### config.mk
export PLATFORM = sky130hd
export DESIGN_NAME = chain_relax_core
export DESIGN_NICKNAME = d
export VERILOG_FILES = /design/src/rtl/chain_relax_core.sv
export SDC_FILE = /design/constraint.sdc
export NUM_CORES = 1
export LEC_CHECK = 0
export BUFFER_PORTS_ARGS = -buffer_cell sky130_fd_sc_hd__buf_4
export CORE_MARGIN = 2
export CORE_UTILIZATION = 35
export CTS_BUF_LIST = sky130_fd_sc_hd__clkbuf_8
export DETAILED_ROUTE_END_ITERATION = 12
export PLACE_DENSITY = 0.6
export SYNTH_ARGS = -nofsm -noshare
export SYNTH_HDL_FRONTEND = slang
export SYNTH_SLANG_ARGS = --single-unit
### constraint.sdc
create_clock -name clk -period 5.3 [get_ports clk]
set_input_delay 1.06 -clock clk [delete_from_list [all_inputs] [get_ports clk]]
set_output_delay 1.06 -clock clk [all_outputs]
set_load 0.1 [all_outputs]
### src/rtl/chain_relax_core.sv
`default_nettype none
// ============================================================================
//  Module   : chain_relax_core
//  Purpose  : One segment of a rope/chain simulation. Each step applies
//             gravity to every free node, then runs ITERS Gauss-Seidel
//             relaxation passes, one node per cycle, in ascending order.
//             Node 0 of core 1 is pinned and follows the mouse target.
//  Ports    : clk, reset (sync, active-low)
//             step_valid / step_ready   : step request handshake
//             mouse_valid, x/y_mouse    : pinned-node target (latched on accept)
//             prev_last_x/y             : last node of the previous core
//             next_first_x/y            : first node of the next core
//             is_last                   : this core terminates the chain
//             nodes_x/y                 : packed node positions, node i at [i*W +: W]
//             busy, done (1-cycle pulse), step_count (wrapping)
//  Revision : 1.0 - initial release
// ============================================================================
module chain_relax_core #(
   parameter int              NODES   = 5,
   parameter int              W       = 32,
   parameter int              CORE_ID = 1,
   parameter int              ITERS   = 4,
   parameter logic [W-1:0]    SEG_LEN = 16,
   parameter logic [W-1:0]    GRAVITY = 1,
   parameter logic [W-1:0]    X0      = 0,
   parameter logic [W-1:0]    Y0      = 0
) (
   input  logic                 clk,
   input  logic                 reset,
   input  logic                 step_valid,
   output logic                 step_ready,
   input  logic                 mouse_valid,
   input  logic [W-1:0]         x_mouse,
   input  logic [W-1:0]         y_mouse,
   input  logic [W-1:0]         prev_last_x,
   input  logic [W-1:0]         prev_last_y,
   input  logic [W-1:0]         next_first_x,
   input  logic [W-1:0]         next_first_y,
   input  logic                 is_last,
   output logic [NODES*W-1:0]   nodes_x,
   output logic [NODES*W-1:0]   nodes_y,
   output logic                 busy,
   output logic                 done,
   output logic [15:0]          step_count
);

   localparam int        IW        = (NODES > 1) ? $clog2(NODES) : 1;
   localparam int        PW        = (ITERS > 1) ? $clog2(ITERS) : 1;
   localparam bit        HAS_PIN   = (CORE_ID == 1);
   localparam [IW-1:0]   IDX_LAST  = IW'(NODES - 1);
   localparam [PW-1:0]   PASS_LAST = PW'(ITERS - 1);

   typedef enum logic [1:0] {
      IDLE  = 2'd0,
      GRAV  = 2'd1,
      RELAX = 2'd2,
      DONE  = 2'd3
   } state_t;

   state_t          state;
   logic [IW-1:0]   idx;
   logic [PW-1:0]   pass;
   logic            m_valid;
   logic [W-1:0]    m_x;
   logic [W-1:0]    m_y;
   logic [W-1:0]    pos_x [NODES];
   logic [W-1:0]    pos_y [NODES];

   // Neighbour tables: entry j holds the prev/next neighbour of node j.
   // Chain ends fall through to the adjacent cores' live boundary inputs.
   logic [W-1:0]    nb_px [NODES];
   logic [W-1:0]    nb_py [NODES];
   logic [W-1:0]    nb_nx [NODES];
   logic [W-1:0]    nb_ny [NODES];

   logic [W-1:0]    cur_px, cur_py, cur_nx, cur_ny;
   logic [W:0]      sum_x, sum_y;
   logic [W-1:0]    new_x, new_y;

   // Reset x position: nodes are laid out SEG_LEN apart along the whole
   // chain, so each core starts where the previous core's nodes ended.
   function automatic logic [W-1:0] init_x(input int i);
      logic [W-1:0] k;
      k = W'((CORE_ID - 1) * NODES + i);
      return X0 + k * SEG_LEN;
   endfunction

   // Add GRAVITY with clamping to the signed W-bit range.
   function automatic logic [W-1:0] add_gravity(input logic [W-1:0] v);
      logic [W:0] s;
      s = {v[W-1], v} + {GRAVITY[W-1], GRAVITY};
      if (s[W] != s[W-1])
         return s[W] ? {1'b1, {(W-1){1'b0}}} : {1'b0, {(W-1){1'b1}}};
      return s[W-1:0];
   endfunction

   for (genvar j = 0; j < NODES; j++) begin : g_nb
      if (j == 0) begin : g_first
         assign nb_px[j] = prev_last_x;
         assign nb_py[j] = prev_last_y;
      end else begin : g_mid_p
         assign nb_px[j] = pos_x[j-1];
         assign nb_py[j] = pos_y[j-1];
      end
      if (j == NODES - 1) begin : g_last
         assign nb_nx[j] = next_first_x;
         assign nb_ny[j] = next_first_y;
      end else begin : g_mid_n
         assign nb_nx[j] = pos_x[j+1];
         assign nb_ny[j] = pos_y[j+1];
      end
   end

   // Candidate update for node idx. The sum is one bit wider so the
   // midpoint never overflows; dropping bit 0 is an arithmetic shift.
   always_comb begin
      cur_px = nb_px[idx];
      cur_py = nb_py[idx];
      cur_nx = nb_nx[idx];
      cur_ny = nb_ny[idx];
      sum_x  = {cur_px[W-1], cur_px} + {cur_nx[W-1], cur_nx};
      sum_y  = {cur_py[W-1], cur_py} + {cur_ny[W-1], cur_ny};
      if (is_last && (idx == IDX_LAST)) begin
         new_x = cur_px;
         new_y = cur_py + SEG_LEN;
      end else begin
         new_x = sum_x[W:1];
         new_y = sum_y[W:1];
      end
   end

   always_ff @(posedge clk) begin
      if (!reset) begin
         state      <= IDLE;
         idx        <= '0;
         pass       <= '0;
         done       <= 1'b0;
         step_count <= 16'd0;
         m_valid    <= 1'b0;
         m_x        <= '0;
         m_y        <= '0;
         for (int i = 0; i < NODES; i++) begin
            pos_x[i] <= init_x(i);
            pos_y[i] <= Y0;
         end
      end else begin
         done <= 1'b0;
         case (state)
            IDLE: begin
               if (step_valid) begin
                  m_valid <= mouse_valid;
                  m_x     <= x_mouse;
                  m_y     <= y_mouse;
                  state   <= GRAV;
               end
            end
            GRAV: begin
               for (int i = 0; i < NODES; i++) begin
                  if (HAS_PIN && (i == 0)) begin
                     if (m_valid) begin
                        pos_x[i] <= m_x;
                        pos_y[i] <= m_y;
                     end
                  end else begin
                     pos_y[i] <= add_gravity(pos_y[i]);
                  end
               end
               idx   <= '0;
               pass  <= '0;
               state <= RELAX;
            end
            RELAX: begin
               // The pinned node keeps its slot in the schedule but is not written.
               if (!(HAS_PIN && (idx == '0))) begin
                  pos_x[idx] <= new_x;
                  pos_y[idx] <= new_y;
               end
               if (idx == IDX_LAST) begin
                  idx <= '0;
                  if (pass == PASS_LAST)
                     state <= DONE;
                  else
                     pass <= pass + 1'b1;
               end else begin
                  idx <= idx + 1'b1;
               end
            end
            DONE: begin
               done       <= 1'b1;
               step_count <= step_count + 16'd1;
               state      <= IDLE;
            end
            default: state <= IDLE;
         endcase
      end
   end

   assign step_ready = (state == IDLE);
   assign busy       = !step_ready;

   for (genvar i = 0; i < NODES; i++) begin : g_out
      assign nodes_x[i*W +: W] = pos_x[i];
      assign nodes_y[i*W +: W] = pos_y[i];
   end

endmodule
`default_nettype wire

==> flow_summary.json, run 1 <==
{
  "final_hold_viol_count": 0,
  "period_minus_slack_ns": 5.15,
  "yosysSeqAreaShare_pct": 41.0,
  "drc_errors": 0,
  "holdPathStages": 2,
  "synth_cell_types": 91,
  "yosys_warnings": 0,
  "layout.nets": 3990,
  "fin_ws_ns": 0.149,
  "critPathRequiredTime_ns": 5.68,
  "numCtsBuffers": 78,
  "worst_ep_arrival_time_ns": 5.53,
  "die_area_um2": 81700,
  "synth_top_area_cell": "edfxtp_1",
  "dp.final_hpwl_um": 106000,
  "slew-limit-headroom_pct": 9.96,
  "critical_path.most_common_cell": "a21oi_1",
  "die_w_um": 286,
  "seq_area_um2": 11400,
  "async_flop_share_pct": 0,
  "crit_fanout": 24,
  "path_cells": "buf_12 > buf_12 > mux2i_1 > nor2_1 > nand2_1 > o21ai_0 > ha_1 > a21oi_1 > o21bai_1 > a221o_1 > a211oi_1 > o211ai_1 > a21oi_1 > xor2_1 > nand2_1 > o211ai_1 > a21oi_1",
  "post_drt_wl_per_cell_um": 28.6,
  "ctsRootBufferMaster": "clkbuf_8",
  "final_cell_mix": "657 x buf_4, 412 x nor2_1, 342 x nand2_1, 320 x edfxtp_1, 263 x a21oi_1",
  "maxCapViolCount": 0,
  "multi_input_area_um2": 15300,
  "area_growth_pct": 25.7,
  "start_kind": "flop",
  "layout-drive-gt1-share_pct": 22.8,
  "port-buffer-count": 535,
  "hold_path_class": "reg -> reg",
  "hold_ws_ns": 0.459,
  "cts-htree-levels": 3,
  "pre_cts_slack_ns": 0.168,
  "finClkSkew_ns": 0.0400,
  "row_count": 103,
  "rsz0062_at_grt": "false",
  "grt_use_total_pct": 32.5,
  "setup_violations": 0,
  "outcome": "finished clean",
  "timing.rr.start": "idx[0]",
  "clock-sinks": 409,
  "avgSynthCellArea_um2": 8.74,
  "fillers": 7991,
  "firstDrtPassIters": 6,
  "ys_seq_elements": 409,
  "avgViaCountPerCell": 5.88,
  "ys_top_cells_by_area": "edfxtp_1 35%, dfxtp_1 6.4%, mux2i_1 5.7%",
  "io_pins": 536,
  "p_leak_uw": 0.0137,
  "cp_top_family": "compound AO/OA/AOI/OAI gates",
  "final_common_cell": "buf_4",
  "cts_setup_buffers": 0,
  "synthCells": 3182,
  "synth_edf_count": 320,
  "syn-num-nets": 3456,
  "slowest_stage": "dfxtp_4",
  "core_area_um2": 78900,
  "hold_buffers": 0,
  "drtIter0Drc": 3903,
  "die_height_um": 286,
  "detail_route.wirelength_um": 138000,
  "grt_max_degree": 72,
  "min-delay-start": "m_x[11]",
  "antenna_found_initial": 18,
  "synth_top_area_share_pct": 34.6,
  "power_density_nw_per_um2": 475,
  "path_class": "reg -> reg",
  "end_kind": "flop",
  "min_to": "m_x[11]",
  "synth_area_um2": 27800,
  "insertion_delay_ns": 0.70,
  "vias": 28400,
  "start_util_pct": 35.3,
  "cts_max_path_buffers": 3,
  "maxSlewViolCount": 0,
  "period_share_pct": 97.2,
  "clkTransAtPathRegs_ns": 0.06,
  "tightestPinTransition_ns": 1.34,
  "place_congestion": 1.04,
  "worstRegToRegCells": 17,
  "cpPeakStageDelay_ns": 0.68,
  "cts_tree": "yes",
  "drt.antenna.violating_nets": 0,
  "irDropWorstVdd_v": 0.000345,
  "synth_ff_type": "edfxtp_1",
  "grt_pass1_vias": 26000,
  "path_buf_inv": 2,
  "overflow": 0,
  "rr_endpoint": "pos_x[0][20]",
  "cts_resized": 0,
  "finalSetupTns_ns": 0,
  "reg2reg_slack_ns": 0.15,
  "grt_pass1_wl_um": 193000,
  "fmax_mhz": 194
}
[where the power goes]
part           switching (uW)  total, uW  internal, uW
combinational            6350       8650          2300
clock                    1530       3190          1660
sequential                774       4790          4010
[cells by family after synthesis]
| logic type | after synthesis | share of synthesized area (%) |
|---|---|---|
| mux | 162 | 5.95 |
| compound gates | 911 | 20.0 |
| xor+xnor | 198 | 6.24 |
| flops | 409 | 41.0 |
| fa+ha+maj | 77 | 3.52 |
| buf+inv | 270 | 4.33 |
| simple gates | 1155 | 19.0 |
[layer usage]
metal / part of all wire (%) / GRT usage [%]
met5: 0.080 / 0
met4: 4.3 / 13.1
met3: 13 / 11.4
met2: 40 / 44.6
met1: 42 / 46.1
[registers in the layout (all words and copies together) (netlist names)]
register / cells
pos_x: 160
pass: 2
m_y: 32
m_valid: 1
idx: 3
state: 2
step_count: 16
done: 1
pos_y: 160
m_x: 32
[layout make-up]
class	instances	area share (%)
Inverter	54	0.580
Multi-Input combinational cell	2503	43.8
Timing Repair Buffer	670	14.9
Clock buffer	83	3.27
Antenna cell	6	0.0429
Tap cell	1050	3.76
Sequential cell	409	32.6
Clock inverter	60	1.09
[worst max-delay path by stage]
stage	depth (start not counted)	slack (ns)	to	start
floorplan	20	0.07	pos_y[4][29]	idx[1]
global placement	17	0.20	pos_y[1][27]	prev_last_y[0]
detailed placement	17	0.17	pos_y[4][29]	prev_last_y[0]
CTS	17	0.38	pos_x[0][27]	idx[0]
global route	16	0.01	pos_x[0][20]	idx[0]
finish	17	0.15	pos_x[0][20]	idx[0]
[cell usage after synthesis (12+ instances only)]
library cell	number
o21ai_0	251
xor2_1	60
nand3_1	115
a21boi_0	72
nor2b_1	54
and2_1	34
xnor2_1	138
edfxtp_1	320
nor3_1	29
ha_1	75
o211ai_1	17
nand2b_1	13
nand4_1	55
and3_1	33
or2_2	12
buf_1	13
inv_1	54
a21oi_1	263
o22ai_1	129
dfxtp_1	89
a211oi_1	14
clkbuf_1	153
buf_4	12
a21o_1	31
o21bai_1	13
nand2_1	347
nor2_1	413
buf_2	29
or3_1	15
mux2i_1	157
[metrics by stage]
stage | cells | utilization (%) | area (um2) | total power (uW)
after detailed placement | 4686 | 42.4 | 33400 | 13200
after floorplan | 3182 | - | 27800 | 10100
final | 4835 | 44.3 | 35000 | 16600
after CTS | 4829 | 44.3 | 34900 | 16400
after global routing | 4833 | 44.3 | 35000 | 17200
after global placement | 4686 | 42.4 | 33400 | 13200
[tightest hold or removal path: cells and delay by family, from the launching register on]
kind | cells | cell delay, ns
DFF | 1 | 0.30
AOI/OAI and AO/OA | 1 | 0.06
and+or+nand+nor | 1 | 0.04
No activity file was read; power rests on OpenSTA's default activity.
==> run 2, diff against run 1 <==
--- a/config.mk
+++ b/config.mk
@@ -8,2 +8,3 @@
 export BUFFER_PORTS_ARGS = -buffer_cell sky130_fd_sc_hd__buf_4
+export CORE_ASPECT_RATIO = 0.6
 export CORE_MARGIN = 2
--- a/constraint.sdc
+++ b/constraint.sdc
@@ -3,2 +3,2 @@
 set_output_delay 1.06 -clock clk [all_outputs]
-set_load 0.1 [all_outputs]
+set_load 0.005 [all_outputs]
==> flow_summary.json, run 2 (synthesis results as in run 1) <==
{
  "antenna_found_initial": 12,
  "cts-htree-levels": 3,
  "numCtsBuffers": 71,
  "maxSlewViolCount": 0,
  "cts_max_path_buffers": 3,
  "start_kind": "flop",
  "period_share_pct": 96.1,
  "dp.final_hpwl_um": 119000,
  "path_class": "reg -> reg",
  "clkTransAtPathRegs_ns": 0.06,
  "end_kind": "flop",
  "overflow": 0,
  "ctsRootBufferMaster": "clkbuf_8",
  "finalSetupTns_ns": 0,
  "tightestPinTransition_ns": 1.38,
  "outcome": "finished clean",
  "row_count": 80,
  "finClkSkew_ns": 0.0524,
  "drc_errors": 0,
  "setup_violations": 0,
  "cts_resized": 0,
  "worstRegToRegCells": 18,
  "grt_use_total_pct": 35.8,
  "clock-sinks": 409,
  "io_pins": 536,
  "final_cell_mix": "740 x buf_4, 412 x nor2_1, 343 x nand2_1, 320 x edfxtp_1, 263 x a21oi_1",
  "grt_max_degree": 87,
  "holdPathStages": 2,
  "layout-drive-gt1-share_pct": 24.3,
  "vias": 29600,
  "maxCapViolCount": 0,
  "detail_route.wirelength_um": 153000,
  "final_hold_viol_count": 0,
  "period_minus_slack_ns": 5.09,
  "post_drt_wl_per_cell_um": 31.1,
  "layout.nets": 4065,
  "slew-limit-headroom_pct": 7.48,
  "place_congestion": 1.13,
  "avgViaCountPerCell": 6.01,
  "irDropWorstVdd_v": 0.000231,
  "area_growth_pct": 27.6,
  "drtIter0Drc": 5133,
  "reg_top3": "pos_x (160), pos_y (160)",
  "final_common_cell": "buf_4",
  "die_w_um": 368,
  "insertion_delay_ns": 0.77,
  "power_density_nw_per_um2": 420,
  "dpl.cell_count": 4782,
  "fin_cells": 4921,
  "core_area_um2": 79100,
  "fmax_mhz": 196,
  "worst_ep_arrival_time_ns": 5.55,
  "multi_input_area_um2": 15300,
  "rsz0062_at_grt": "false",
  "grt_pass1_wl_um": 208000,
  "fillers": 7956,
  "die_height_um": 222,
  "p_leak_uw": 0.0139,
  "hold_path_class": "reg -> reg",
  "drt.antenna.violating_nets": 0,
  "seq_area_um2": 11400,
  "firstDrtPassIters": 6,
  "grt_pass1_vias": 26200,
  "die_area_um2": 81800,
  "port-buffer-count": 535,
  "cts_tree": "yes",
  "crit_fanout": 26,
  "start_util_pct": 35.2,
  "critPathRequiredTime_ns": 5.75
}
## run 2: changes by cell type in the layout (fill, tap and decap cells not counted), moves of 3 or more
cell / change
inv_6: -3
clkinv_1: +5
inv_1: -13
clkbuf_8: -8
buf_4: +83
buf_12: -3
## run 2: where the power goes
group | internal [uW] | switching, uW
logic | 2520 | 4430
clock network | 1540 | 1600
registers | 4010 | 807
## run 2: critical path, stage by stage, from the launching register on
cell      delay, ns
dfxtp_4        0.64
buf_12         0.26
buf_4          0.22
mux2i_1        0.19
nor2_1         0.06
o22ai_1        0.60
inv_1          0.19
ha_1           0.29
a211oi_2       0.19
o211ai_1       0.16
a2111o_1       0.33
o311ai_2       0.15
nor3_2         0.13
a311oi_2       0.44
buf_4          0.19
o31ai_1        0.07
xnor2_1        0.37
buf_4          0.21
o22ai_1        0.09
## run 2: routing by layer
metal  vias to the layer above  part of all wire [%]  track usage [%]
met1                     14500                    44             53.6
met5                         -                 0.042                0
met4                        12                   2.1             6.79
met2                      2149                    35             41.0
li1                      12700                     -                -
met3                       222                    19             23.1
## run 2: repair_timing
item / CTS / global route
hold buffers: 0 / 0
setup endpoints to repair: 0 / 9
setup buffers: 0 / 1
## run 2: final timing paths
path / slack [ns] / start / endpoint
setup / recovery: 0.21 / idx[0] / pos_y[3][27]
hold / removal: 0.46 / m_x[23] / m_x[23]
setup reg to reg: 0.21 / idx[0] / pos_y[3][27]
hold reg to reg: 0.46 / m_x[23] / m_x[23]
## run 2: final cells by class
cell class	count	area share (%)
diodes	8	0.0564
clock buffers	75	2.91
clock inverters	54	1.14
inverters	54	0.571
multi-input cells	2504	43.1
flip-flops and latches	409	32.1
well taps	1066	3.76
repair buffers	751	16.3
## run 2: metrics by stage
stage / hold slack (ns) / total power (uW) / cell area, um2 / utilization, % / setup slack [ns]
6_report: 0.460 / 14900 / 35500 / 44.9 / 0.208
5_1_grt: 0.485 / 15300 / 35500 / 44.9 / 0.0899
4_1_cts: 0.465 / 14400 / 35400 / 44.8 / 0.163
3_5_place_dp: 0.456 / 11300 / 34000 / 43.0 / 0.117
3_3_place_gp: 0.452 / 11300 / 34000 / 43.0 / 0.0885
2_1_floorplan: 0.439 / 7650 / 27800 / - / 0.0738
